$ cat config.mk
export PLATFORM = sky130hd
export DESIGN_NAME = fp32_add_cntrl
export DESIGN_NICKNAME = d
export VERILOG_FILES = /design/src/rtl/fp32_add_cntrl.sv
export SDC_FILE = /design/constraint.sdc
export NUM_CORES = 1
export LEC_CHECK = 0
export ABC_CLOCK_PERIOD_IN_PS = 8700
export CAP_MARGIN = 20
export CORE_ASPECT_RATIO = 1.5
export CORE_MARGIN = 5
export CORE_UTILIZATION = 50
export CTS_CLUSTER_SIZE = 25
export DETAILED_ROUTE_END_ITERATION = 8
export GPL_ROUTABILITY_DRIVEN = 0
export HOLD_SLACK_MARGIN = 0.08
export PLACE_DENSITY = 0.69
export SETUP_SLACK_MARGIN = 0.5
export SYNTH_ARGS = -nofsm -noshare
export SYNTH_HDL_FRONTEND = slang
export SYNTH_SLANG_ARGS = --single-unit
$ cat constraint.sdc
create_clock -name CLK -period 8.7 [get_ports CLK]
set_input_delay 0.87 -clock CLK [delete_from_list [all_inputs] [get_ports CLK]]
set_output_delay 0.87 -clock CLK [all_outputs]
set_load 0.02 [all_outputs]
$ cat src/rtl/fp32_add_cntrl.sv
// fp32_add_cntrl: IEEE-754 single-precision add/sub sequencer, round-to-nearest-even.
// Ports:
//   CLK, RSTn            clock, synchronous active-low reset
//   Datain1/2, Mode      operands A, B; Mode 001 = A-B, anything else = A+B
//   Data_valid           caller request, held until Dataout_valid
//   Dataout, Exc         result word and its class (from the checker)
//   Dataout_valid        result valid, held until Data_valid drops
//   Adder_*              4-phase link to the external 24-bit significand adder
//   ExcCheck_*, Exc_*    4-phase link to the external result classifier
//   Debug, Adder_Exc     reserved / ignored
module fp32_add_cntrl (
    input  logic        CLK,
    input  logic        RSTn,
    input  logic [31:0] Datain1,
    input  logic [31:0] Datain2,
    input  logic        Data_valid,
    input  logic [2:0]  Mode,
    input  logic [4:0]  Debug,
    output logic [31:0] Dataout,
    output logic        Dataout_valid,
    output logic [2:0]  Exc,
    output logic [23:0] Adder_datain1,
    output logic [23:0] Adder_datain2,
    output logic        Adder_valid,
    input  logic [23:0] Adder_dataout,
    input  logic        Adder_carryout,
    input  logic        Adder_ack,
    input  logic [2:0]  Adder_Exc,
    output logic        ExcCheck_valid,
    output logic [31:0] ExcCheck_Datain,
    input  logic [2:0]  Exc_value,
    input  logic        Exc_Ack
);
    typedef enum logic [3:0] {IDLE, ALIGN, ADD_REQ, ADD_WAIT, NORM, ROUND, EXC_REQ, EXC_WAIT, DONE} state_t;

    state_t      state_q, state_d;
    logic [31:0] a_q, a_d, b_q, b_d;
    logic [2:0]  mode_q, mode_d;
    logic        sx_q, sx_d, sub_q, sub_d, carry_q, carry_d;
    logic [2:0]  grs_q, grs_d;
    logic [9:0]  ex_q, ex_d;
    logic [23:0] sum_q, sum_d;
    logic [26:0] mant_q, mant_d;
    logic [31:0] dout_q, dout_d, chk_data_q, chk_data_d;
    logic        dout_valid_q, dout_valid_d, add_valid_q, add_valid_d, chk_valid_q, chk_valid_d;
    logic [2:0]  exc_q, exc_d;
    logic [23:0] add_d1_q, add_d1_d, add_d2_q, add_d2_d;

    logic unused;
    assign unused = ^{Debug, Adder_Exc};

    // Alignment: X is the larger magnitude, Y is shifted into {sig,G,R,S}
    logic        sb_eff, swap, eff_sub, lost, special;
    logic [31:0] xw, yw, spec_res;
    logic [7:0]  xe, ye, dd;
    logic [23:0] xs, ys, add_op2;
    logic [26:0] yext, yshr, y_al;
    logic        a_nan, b_nan, a_inf, b_inf, a_zero, b_zero;

    assign sb_eff  = b_q[31] ^ (mode_q == 3'b001);
    assign swap    = b_q[30:0] > a_q[30:0];
    assign xw      = swap ? {sb_eff, b_q[30:0]} : a_q;
    assign yw      = swap ? a_q : {sb_eff, b_q[30:0]};
    assign xe      = (xw[30:23] == 8'd0) ? 8'd1 : xw[30:23];
    assign ye      = (yw[30:23] == 8'd0) ? 8'd1 : yw[30:23];
    assign xs      = {xw[30:23] != 8'd0, xw[22:0]};
    assign ys      = {yw[30:23] != 8'd0, yw[22:0]};
    assign dd      = xe - ye;
    assign yext    = {ys, 3'b000};
    assign yshr    = yext >> dd[4:0];
    assign lost    = |(yext & ~(27'h7FFFFFF << dd[4:0]));
    assign y_al    = (dd >= 8'd26) ? {26'd0, |ys} : {yshr[26:1], yshr[0] | lost};
    assign eff_sub = xw[31] ^ yw[31];
    // Subtraction as X + two's complement of Y: the GRS part is negated locally,
    // and its carry into the upper 24 bits exists only when GRS is zero.
    assign add_op2 = eff_sub ? ~y_al[26:3] + {23'd0, y_al[2:0] == 3'd0} : y_al[26:3];

    assign a_nan   = (&a_q[30:23]) & (|a_q[22:0]);
    assign b_nan   = (&b_q[30:23]) & (|b_q[22:0]);
    assign a_inf   = (&a_q[30:23]) & ~(|a_q[22:0]);
    assign b_inf   = (&b_q[30:23]) & ~(|b_q[22:0]);
    assign a_zero  = a_q[30:0] == 31'd0;
    assign b_zero  = b_q[30:0] == 31'd0;
    assign special = a_nan | b_nan | a_inf | b_inf | (a_zero & b_zero);
    assign spec_res = (a_nan | b_nan | (a_inf & b_inf & (a_q[31] != sb_eff))) ? 32'h7FC00000 :
                      a_inf ? a_q :
                      b_inf ? {sb_eff, b_q[30:0]} :
                      {a_q[31] & sb_eff, 31'd0};

    // Normalisation
    logic [26:0] diff, norm_mant;
    logic [27:0] add_full;
    logic [4:0]  lz;
    logic [9:0]  lim, sh, norm_exp;
    logic        norm_zero;

    assign diff = {sum_q, 3'd0 - grs_q};
    always_comb begin
        lz = 5'd27;
        for (int i = 0; i < 27; i++)
            if (diff[i]) lz = 5'(26 - i);
    end
    // Left shift stops at exp=1 so small differences come out denormal
    assign lim       = ex_q - 10'd1;
    assign sh        = ({5'd0, lz} < lim) ? {5'd0, lz} : lim;
    assign add_full  = {carry_q, sum_q, grs_q};
    assign norm_zero = sub_q & (diff == 27'd0);
    assign norm_mant = sub_q ? diff << sh[4:0] :
                       carry_q ? {add_full[27:2], |add_full[1:0]} : {sum_q, grs_q};
    assign norm_exp  = sub_q ? ex_q - sh : ex_q + {9'd0, carry_q};

    // Rounding (RNE); a denormal result always carries exp=1 here, encoded as 0
    logic        up;
    logic [24:0] rs;
    logic [23:0] rsig;
    logic [9:0]  rexp;
    logic [31:0] round_res;

    assign up        = mant_q[2] & (mant_q[3] | mant_q[1] | mant_q[0]);
    assign rs        = {1'b0, mant_q[26:3]} + {24'd0, up};
    assign rsig      = rs[24] ? rs[24:1] : rs[23:0];
    assign rexp      = ex_q + {9'd0, rs[24]};
    assign round_res = (rexp >= 10'd255) ? {sx_q, 8'hFF, 23'd0} :
                       {sx_q, rsig[23] ? rexp[7:0] : 8'h00, rsig[22:0]};

    always_comb begin
        state_d      = state_q;
        a_d          = a_q;
        b_d          = b_q;
        mode_d       = mode_q;
        sx_d         = sx_q;
        sub_d        = sub_q;
        carry_d      = carry_q;
        grs_d        = grs_q;
        ex_d         = ex_q;
        sum_d        = sum_q;
        mant_d       = mant_q;
        dout_d       = dout_q;
        dout_valid_d = dout_valid_q;
        exc_d        = exc_q;
        add_valid_d  = add_valid_q;
        add_d1_d     = add_d1_q;
        add_d2_d     = add_d2_q;
        chk_valid_d  = chk_valid_q;
        chk_data_d   = chk_data_q;
        case (state_q)
            IDLE: if (Data_valid) begin
                a_d     = Datain1;
                b_d     = Datain2;
                mode_d  = Mode;
                state_d = ALIGN;
            end
            ALIGN: begin
                sx_d  = xw[31];
                sub_d = eff_sub;
                grs_d = y_al[2:0];
                ex_d  = {2'd0, xe};
                if (special) begin
                    chk_data_d  = spec_res;
                    chk_valid_d = 1'b1;
                    state_d     = EXC_REQ;
                end else begin
                    add_d1_d    = xs;
                    add_d2_d    = add_op2;
                    add_valid_d = 1'b1;
                    state_d     = ADD_REQ;
                end
            end
            ADD_REQ: if (Adder_ack) begin
                sum_d       = Adder_dataout;
                carry_d     = Adder_carryout;
                add_valid_d = 1'b0;
                state_d     = ADD_WAIT;
            end
            ADD_WAIT: if (!Adder_ack) state_d = NORM;
            NORM: begin
                mant_d  = norm_mant;
                ex_d    = norm_exp;
                sx_d    = sx_q & ~norm_zero;
                state_d = ROUND;
            end
            ROUND: begin
                chk_data_d  = round_res;
                chk_valid_d = 1'b1;
                state_d     = EXC_REQ;
            end
            EXC_REQ: if (Exc_Ack) begin
                exc_d       = Exc_value;
                chk_valid_d = 1'b0;
                state_d     = EXC_WAIT;
            end
            EXC_WAIT: if (!Exc_Ack) begin
                dout_d       = chk_data_q;
                dout_valid_d = 1'b1;
                state_d      = DONE;
            end
            DONE: if (!Data_valid) begin
                dout_valid_d = 1'b0;
                state_d      = IDLE;
            end
            default: state_d = IDLE;
        endcase
    end

    always_ff @(posedge CLK) begin
        if (!RSTn) begin
            state_q      <= IDLE;
            a_q          <= '0;
            b_q          <= '0;
            mode_q       <= '0;
            sx_q         <= 1'b0;
            sub_q        <= 1'b0;
            carry_q      <= 1'b0;
            grs_q        <= '0;
            ex_q         <= '0;
            sum_q        <= '0;
            mant_q       <= '0;
            dout_q       <= '0;
            dout_valid_q <= 1'b0;
            exc_q        <= '0;
            add_valid_q  <= 1'b0;
            add_d1_q     <= '0;
            add_d2_q     <= '0;
            chk_valid_q  <= 1'b0;
            chk_data_q   <= '0;
        end else begin
            state_q      <= state_d;
            a_q          <= a_d;
            b_q          <= b_d;
            mode_q       <= mode_d;
            sx_q         <= sx_d;
            sub_q        <= sub_d;
            carry_q      <= carry_d;
            grs_q        <= grs_d;
            ex_q         <= ex_d;
            sum_q        <= sum_d;
            mant_q       <= mant_d;
            dout_q       <= dout_d;
            dout_valid_q <= dout_valid_d;
            exc_q        <= exc_d;
            add_valid_q  <= add_valid_d;
            add_d1_q     <= add_d1_d;
            add_d2_q     <= add_d2_d;
            chk_valid_q  <= chk_valid_d;
            chk_data_q   <= chk_data_d;
        end
    end

    assign Dataout         = dout_q;
    assign Dataout_valid   = dout_valid_q;
    assign Exc             = exc_q;
    assign Adder_datain1   = add_d1_q;
    assign Adder_datain2   = add_d2_q;
    assign Adder_valid     = add_valid_q;
    assign ExcCheck_valid  = chk_valid_q;
    assign ExcCheck_Datain = chk_data_q;
endmodule

==> results.toml, run 1 <==
[outcome]
outcome = "finished, final reports clean"

[place]
dpl.hpwl_um = 51100
port_buffers = 217

[synth]
synthAdderAreaFrac = 0.0442
synth_area_leader_cell = "dfxtp_1"
netlist_instances = 2476
muxShareOfSynthArea = 0.120
synth_top_family_by_area = "compound AO/OA/AOI/OAI gates"
synth-compound-area-share = 0.237
synthesis.area_um2 = 18400
synthFlopType = "dfxtp_1"
synth_enable_flop_cells = 0
ys_ff_latch = 256
ys_types = 94
synth_xor_area_frac = 0.0266
ys_warn_count = 0
yosys.area_share.simple = 0.235
synthTopCellsByArea = "dfxtp_1 28%, nand2_1 8.6%, mux2i_1 7.3%, a21oi_1 7.1%, nor2_1 5.0%"
synth_top_area_frac = 0.278
synth_fp_nets = 2648
ys_async_sr_fraction = 0
ys_seq_area_frac = 0.278
synth.avg_cell_area_um2 = 7.45

[timing]
tightest_slew_ns = 1.09
slew_viol_final = 0
final-setup-viol-count = 0
rsz0062_at_grt = "no"
max_slew_margin = 0.267
tns_ns = 0
hold_violations = 0
period_share = 0.902
max_freq_mhz = 127
timing.final.crit_period_ns = 7.84
fin_skew_ns = 0.0275

[detailed_routing]
vias_per_cell = 6.30
post-route-drc-count = 0
drt_wl_total_um = 68400
first_iter_violations = 2094
antenna_left = 0
wl_per_cell_um = 21.9
num_vias = 19700
dr.pass1.iters = 8

[cells_and_area]
drive_above_1_share = 0.0906
final_nets = 2792
area_growth_pct = 19.8
antenna-diode-count = 0
multiInputGateArea_um2 = 12300
seqCellArea_um2 = 5130
fillers = 3400

[die]
ios = 226
die_area_um2 = 40900
die_x_um = 167
row_count = 86
initial_core_util = 0.504
coreArea_um2 = 36600
die_h_um = 245

[worst_hold_path]
holdCritPathClass = "reg2reg"

[critical_path]
cp-end-kind = "flop"
worst-setup-path-type = "reg2reg"
cpPeakStageDelay_ns = 0.69
cp_common_cell = "ha_1"
worstPathArrival_ns = 8.35
cpLargestDelayFamily = "simple AND/OR/NAND/NOR gates"
cp_max_fo = 7
critPathBufInv = 4
cp-start-kind = "flop"
slowest_stage = "fa_2"
required_ns = 9.20

[run]
drv_cap = 0

[global_routing]
grt_pass1_vias = 19000
grt_pass1_wl_um = 106000
grt_remaining_overflow = 0
antenna_found_initial = 0
grtUsageTotal = 0.320
grt_max_degree = 103

[clocking]
htree_num_levels = 1
cts_root_buffer = "clkbuf_16"
cts_buffers = 27
ctsHoldBuffers = 0
clock_latency_ns = 0.58
cts_tree = "built"
clock_path_buffers = 3
clkTransAtPathRegs_ns = 0.06
clkSinkCount = 256
-- synthesized netlist by cell type (8+ instances only) --
| cell type | instances |
|---|---|
| ha_1 | 62 |
| nand3_1 | 57 |
| xor2_1 | 21 |
| nor2b_1 | 15 |
| mux4_2 | 17 |
| nand2_1 | 422 |
| nor3_1 | 57 |
| o21ai_0 | 113 |
| a211o_1 | 9 |
| a22oi_1 | 24 |
| inv_1 | 74 |
| and3_1 | 27 |
| nor2_1 | 247 |
| xnor2_1 | 35 |
| a221oi_1 | 25 |
| a21o_1 | 14 |
| o211ai_1 | 19 |
| dfxtp_1 | 256 |
| clkbuf_1 | 135 |
| and4_1 | 10 |
| o221ai_1 | 8 |
| and2_1 | 27 |
| mux2_2 | 36 |
| nor4_1 | 20 |
| nand4_1 | 35 |
| nand2b_1 | 14 |
| a21oi_1 | 260 |
| o21a_1 | 11 |
| a211oi_1 | 54 |
| buf_2 | 27 |
| mux2i_1 | 135 |
| a31oi_1 | 24 |
| buf_1 | 12 |
-- cell usage in the layout (no fill, tap or decap), types with 20 or more instances in the layout --
cell and instances:
clkbuf_16 27, mux2_2 36, a21oi_1 258, dfxtp_1 251, nor3_1 56, a22oi_1 24
inv_1 74, nand4_1 35, nand3_1 56, clkdlybuf4s50_1 217, and2_1 27, nor2_1 244
mux2i_1 133, o21ai_0 113, nand2_1 422, a211oi_1 54, buf_4 79, ha_1 62
and3_1 26, xor2_1 20, a31oi_1 24, a221oi_1 25, xnor2_1 33
-- worst paths after layout --
kind                                                    start                        endpoint  slack, ns  cells past startpoint
worst min register to register  Adder_datain2[3]$_SDFFE_PN0P_   Adder_datain2[3]$_SDFFE_PN0P_       0.45                      2
worst min-delay path            Adder_datain2[3]$_SDFFE_PN0P_   Adder_datain2[3]$_SDFFE_PN0P_       0.45                      2
worst max-delay path                     a_q[19]$_SDFFE_PN0P_  Adder_datain2[18]$_SDFFE_PN0P_       0.86                     34
worst max register to register           a_q[19]$_SDFFE_PN0P_  Adder_datain2[18]$_SDFFE_PN0P_       0.86                     34
-- through the flow --
step	worst slack [ns]	std cells	utilization	hold slack, ns	instance area, um2
final	0.856	3122	0.604	0.452	22100
after global routing	0.481	3122	0.604	0.465	22100
after CTS	0.592	3115	0.601	0.451	22000
after detailed placement	0.618	3068	0.576	0.443	21100
after global placement	0.661	3067	0.576	0.441	21100
after floorplan	0.707	2476	-	0.432	18400
-- registers in the layout, summed over array words and instances, names as in the netlist, 4 cells and up --
| register | flops |
|---|---|
| state_q | 4 |
| sum_q | 24 |
| ExcCheck_Datain | 32 |
| Adder_datain1 | 24 |
| ex_q | 10 |
| a_q | 32 |
| mant_q | 27 |
| Adder_datain2 | 24 |
| b_q | 32 |
| Dataout | 32 |
-- layout make-up --
| type | count | share of cell area |
|---|---|---|
| clock buffers | 32 | 0.0328 |
| well taps | 484 | 0.0274 |
| clock inverters | 15 | 0.00804 |
| repair buffers | 300 | 0.128 |
| multi-input cells | 1959 | 0.559 |
| flip-flops and latches | 256 | 0.232 |
| inverters | 76 | 0.0131 |
-- routing by layer --
layer | vias to the layer above | wire, um | track usage
met5 | - | 0 | 0
met4 | 0 | 6170 | 0.220
met3 | 369 | 4660 | 0.0480
met2 | 974 | 35000 | 0.599
met1 | 9109 | 22600 | 0.322
li1 | 9211 | - | -
-- kinds of logic (layout without fill, tap and decap cells) --
group	after synthesis	after routing
AO/OA/AOI/OAI	678	679
AND/OR/NAND/NOR	968	968
multiplexers	192	192
XOR/XNOR	56	56
flip-flops	256	256
adder cells (fa/ha/maj)	64	64
buffers and inverters	262	423
-- what timing repair did --
action | CTS | global route
setup endpoints to repair | 0 | 21
buffers inserted | 0 | 4
resized for setup | 0 | 13
-- worst min-delay path, stage by stage, from the launching register on --
cell     delay, ns
dfxtp_1       0.31
nand2_1       0.05
a21oi_1       0.05
Power of run 1 is left out: the tool's default activity adds up to more than one toggle a clock period on the data nets, which glitch-free logic cannot reach.
==> run 2, diff against run 1 <==
Settings changed: ABC_CLOCK_PERIOD_IN_PS 8700 to 9400, CORE_MARGIN 5 to 2.
Clock period 8.7 ns to 9.4 ns, I/O delays scaled along.
==> run 2 against run 1 <==
Effect of this change:
- critical path type unchanged
- clock skew decreased by 0.0090 ns
- die area decreased by 6.0%
- design area decreased by 0.49%
- critical path depth decreased by 5
- via count decreased by 0.23%
- maximum frequency decreased by 6.5%
- worst hold slack about the same
- sequential cell count unchanged
- first-iteration DRC count increased by 3.7%
==> results.toml, run 2 (synthesis gave the netlist of run 1 again) <==
[place]
dpl.hpwl_um = 50300
port_buffers = 217

[die]
die_h_um = 239
die_area_um2 = 38500
initial_core_util = 0.504
row_count = 86
coreArea_um2 = 36600
die_x_um = 161
ios = 226

[timing]
rsz0062_at_grt = "no"
timing.final.crit_period_ns = 8.39
final-setup-viol-count = 0
fin_skew_ns = 0.0185
tightest_slew_ns = 1.11
period_share = 0.892
hold_violations = 0
max_slew_margin = 0.257
slew_viol_final = 0
tns_ns = 0
max_freq_mhz = 119

[critical_path]
path_depth = 29
worstPathArrival_ns = 8.83
reg2reg_depth = 29
cp-start-kind = "flop"
cp_max_fo = 29
slowest_stage = "nor4_1"
required_ns = 9.84
cpPeakStageDelay_ns = 0.72
cp-end-kind = "flop"
r2r_start = "a_q[21]$_SDFFE_PN0P_"
cpLargestDelayFamily = "simple AND/OR/NAND/NOR gates"
worst-setup-path-type = "reg2reg"
r2r-end = "Adder_datain2[20]$_SDFFE_PN0P_"
critPathBufInv = 2
rrSetupSlack_ns = 1.01

[clocking]
cts_buffers = 27
cts_root_buffer = "clkbuf_16"
clock_latency_ns = 0.59
ctsHoldBuffers = 0
clock_path_buffers = 3
clkTransAtPathRegs_ns = 0.06
cts_tree = "built"
htree_num_levels = 1
clkSinkCount = 256

[worst_hold_path]
min_path_cells = 2
holdCritPathClass = "reg2reg"
min_to = "Dataout[20]$_SDFFE_PN0P_"
hp-start = "Dataout[20]$_SDFFE_PN0P_"

[cells_and_area]
layout_common_cells = "422 x nand2_1, 256 x dfxtp_1, 256 x a21oi_1, 244 x nor2_1, 217 x clkdlybuf4s50_1"
drive_above_1_share = 0.0795
final_nets = 2768
final_common_cell = "nand2_1"
area_growth_pct = 19.2
antenna-diode-count = 0

[global_routing]
grt_max_degree = 92
antenna_found_initial = 0
grt_pass1_vias = 18900
grtUsageTotal = 0.342
grt_pass1_wl_um = 104000
grt_remaining_overflow = 0

[detailed_routing]
antenna_left = 0
first_iter_violations = 2172
wl_per_cell_um = 22.0
num_vias = 19600
dr.pass1.iters = 6
drt_wl_total_um = 68200
vias_per_cell = 6.33
post-route-drc-count = 0

[run]
drv_cap = 0

[outcome]
outcome = "finished, final reports clean"
[run 2: cell type report]
class | count | area [um2]
inverter | 76 | 290
clock buffer | 33 | 708
tap | 484 | 606
clock inverter | 15 | 300
sequential | 256 | 5120
multi-input combinational | 1959 | 12300
timing repair buffer | 276 | 2640
fill | 3399 | 14600
[run 2: worst min-delay path, stage by stage, from the launching register on]
cell and delay, ns:
dfxtp_1 0.31, nand2_1 0.05, a21oi_1 0.05
[run 2: metrics by stage]
step                setup slack (ns)  hold WS, ns  cells  utilization  cell area (um2)
floorplan                       1.41        0.432   2476            -            18400
finish                          1.01        0.452   3099        0.601            22000
detailed placement             0.759        0.443   3046        0.572            20900
global route                   0.547        0.474   3099        0.601            22000
global placement               0.880        0.442   3046        0.572            20900
CTS                            0.701        0.452   3094        0.599            21900
[run 2: worst max-delay path by stage]
stage,from,to,slack [ns]
after floorplan,a_q[17]$_SDFFE_PN0P_,Adder_datain2[18]$_SDFFE_PN0P_,1.41
after global placement,a_q[17]$_SDFFE_PN0P_,Adder_datain2[18]$_SDFFE_PN0P_,0.88
after detailed placement,a_q[17]$_SDFFE_PN0P_,Adder_datain2[18]$_SDFFE_PN0P_,0.76
after CTS,a_q[17]$_SDFFE_PN0P_,Adder_datain2[18]$_SDFFE_PN0P_,0.70
after global routing,a_q[21]$_SDFFE_PN0P_,Adder_datain2[18]$_SDFFE_PN0P_,0.55
final,a_q[21]$_SDFFE_PN0P_,Adder_datain2[20]$_SDFFE_PN0P_,1.01
[run 2: repair_timing]
action	in CTS	in global routing
endpoints found under the setup margin	0	20
gates resized for setup	0	5
setup buffers	0	2
[run 2: per-layer routing]
layer	vias up	GRT usage	share of wire
met1	9186	0.342	0.34
met3	361	0.0540	0.062
met5	-	0	0
li1	9145	-	-
met4	0	0.289	0.098
met2	925	0.621	0.50
Power of run 2 is left out for the same reason.
==> run 3, diff against run 2 <==
Settings changed: PLACE_DENSITY 0.69 to 0.73.
==> run 3 against run 2 <==
Effect of this change:
- critical path depth is 2 higher
- clock skew is 0.0043 ns lower
- design area fell by 0.59%
==> results.toml, run 3 (synthesis gave the netlist of run 1 again) <==
[clocking]
clock_path_buffers = 3
cts_root_buffer = "clkbuf_16"
clock_latency_ns = 0.56
cts_tree = "built"
cts_buffers = 25
clkSinkCount = 256
clkTransAtPathRegs_ns = 0.07
htree_num_levels = 1

[critical_path]
slowest_stage = "dfxtp_1"
cp-end-kind = "flop"
worst-setup-path-type = "reg2reg"
cp_common_cell = "ha_1"
required_ns = 9.88
cp_max_fo = 17
cp-start-kind = "flop"
worstPathArrival_ns = 9.11
cpPeakStageDelay_ns = 0.60

[detailed_routing]
post-route-drc-count = 0
drt_wl_total_um = 67400
wl_per_cell_um = 21.8
first_iter_violations = 1984
vias_per_cell = 6.41
antenna_left = 0
dr.pass1.iters = 9
num_vias = 19900

[run]
drv_cap = 0

[timing]
slew_viol_final = 0
final-setup-viol-count = 0
hold_violations = 0
timing.final.crit_period_ns = 8.63
tightest_slew_ns = 0.990
tns_ns = 0
fin_skew_ns = 0.0142
max_freq_mhz = 116
period_share = 0.918
max_slew_margin = 0.334
rsz0062_at_grt = "no"

[cells_and_area]
final_nets = 2765
area_growth_pct = 18.5
final_common_cell = "nand2_1"
fillers = 3372
layout_common_cells = "422 x nand2_1, 258 x a21oi_1, 256 x dfxtp_1, 244 x nor2_1, 217 x clkdlybuf4s50_1"
drive_above_1_share = 0.0789
finish.utilization = 0.597

[die]
die_h_um = 239
coreArea_um2 = 36600
die_x_um = 161
row_count = 86
initial_core_util = 0.504
ios = 226
die_area_um2 = 38500

[place]
port_buffers = 217
dpl.hpwl_um = 49200

[global_routing]
grt_pass1_wl_um = 103000
grt_max_degree = 88
grtUsageTotal = 0.336
grt_remaining_overflow = 0
antenna_found_initial = 1
grt_pass1_vias = 19100

[outcome]
outcome = "finished, final reports clean"

[worst_hold_path]
holdCritPathClass = "reg2reg"
[run 3: changes by cell type in the layout (fill, tap and decap cells not counted), sizes merged]
cell,delta
clkbuf,-3
clkinv,+1
bufinv,-5
diode,+1
clkinvlp,+4
[run 3: metal layers]
metal	wire [um]	track usage	vias up
met5	0	0	-
met4	6420	0.274	0
met3	5120	0.0568	395
met2	33100	0.605	1111
met1	22700	0.340	9202
li1	-	-	9145
[run 3: layout make-up]
cell class,instances,area (um2),area share
clock inverter,15,178,0.00813
inverter,76,293,0.0134
tap,484,606,0.0277
timing repair buffer,275,2640,0.121
antenna,1,2.50,0.000114
clock buffer,31,688,0.0315
multi-input combinational,1959,12300,0.564
sequential,256,5120,0.234
[run 3: timing repair]
action | in CTS | in global routing
resized for setup | 0 | 12
setup buffers | 0 | 7
hold buffers | 0 | 0
endpoints found under the hold margin | 0 | 0
setup endpoints to repair | 0 | 21
[run 3: per-stage QoR]
stage               instances  setup WS, ns  cell area (um2)  hold WS [ns]
detailed placement       3041         0.676            20900         0.444
finish                   3097         0.772            21900         0.456
global placement         3040         0.856            20900         0.441
floorplan                2476          1.41            18400         0.432
CTS                      3087         0.624            21700         0.456
global route             3097         0.484            21900         0.481
[run 3: path summary, 6_finish.rpt]
kind         slack (ns)                              to  cells past startpoint                     from
max                0.77  Adder_datain2[18]$_SDFFE_PN0P_                     31     a_q[19]$_SDFFE_PN0P_
min                0.46         Dataout[6]$_SDFFE_PN0P_                      2  Dataout[6]$_SDFFE_PN0P_
max reg2reg        0.77  Adder_datain2[18]$_SDFFE_PN0P_                     31     a_q[19]$_SDFFE_PN0P_
min reg2reg        0.46         Dataout[6]$_SDFFE_PN0P_                      2  Dataout[6]$_SDFFE_PN0P_
[run 3: worst max-delay path: cells and delay by family, from the launching register on]
kind / cells / cell delay [ns]
and+or+nand+nor: 13 / 2.99
AOI/OAI and AO/OA: 10 / 2.88
adders and majority gates: 5 / 1.51
DFF: 1 / 0.60
buffers and inverters: 3 / 0.56
Power of run 3 is left out for the same reason.
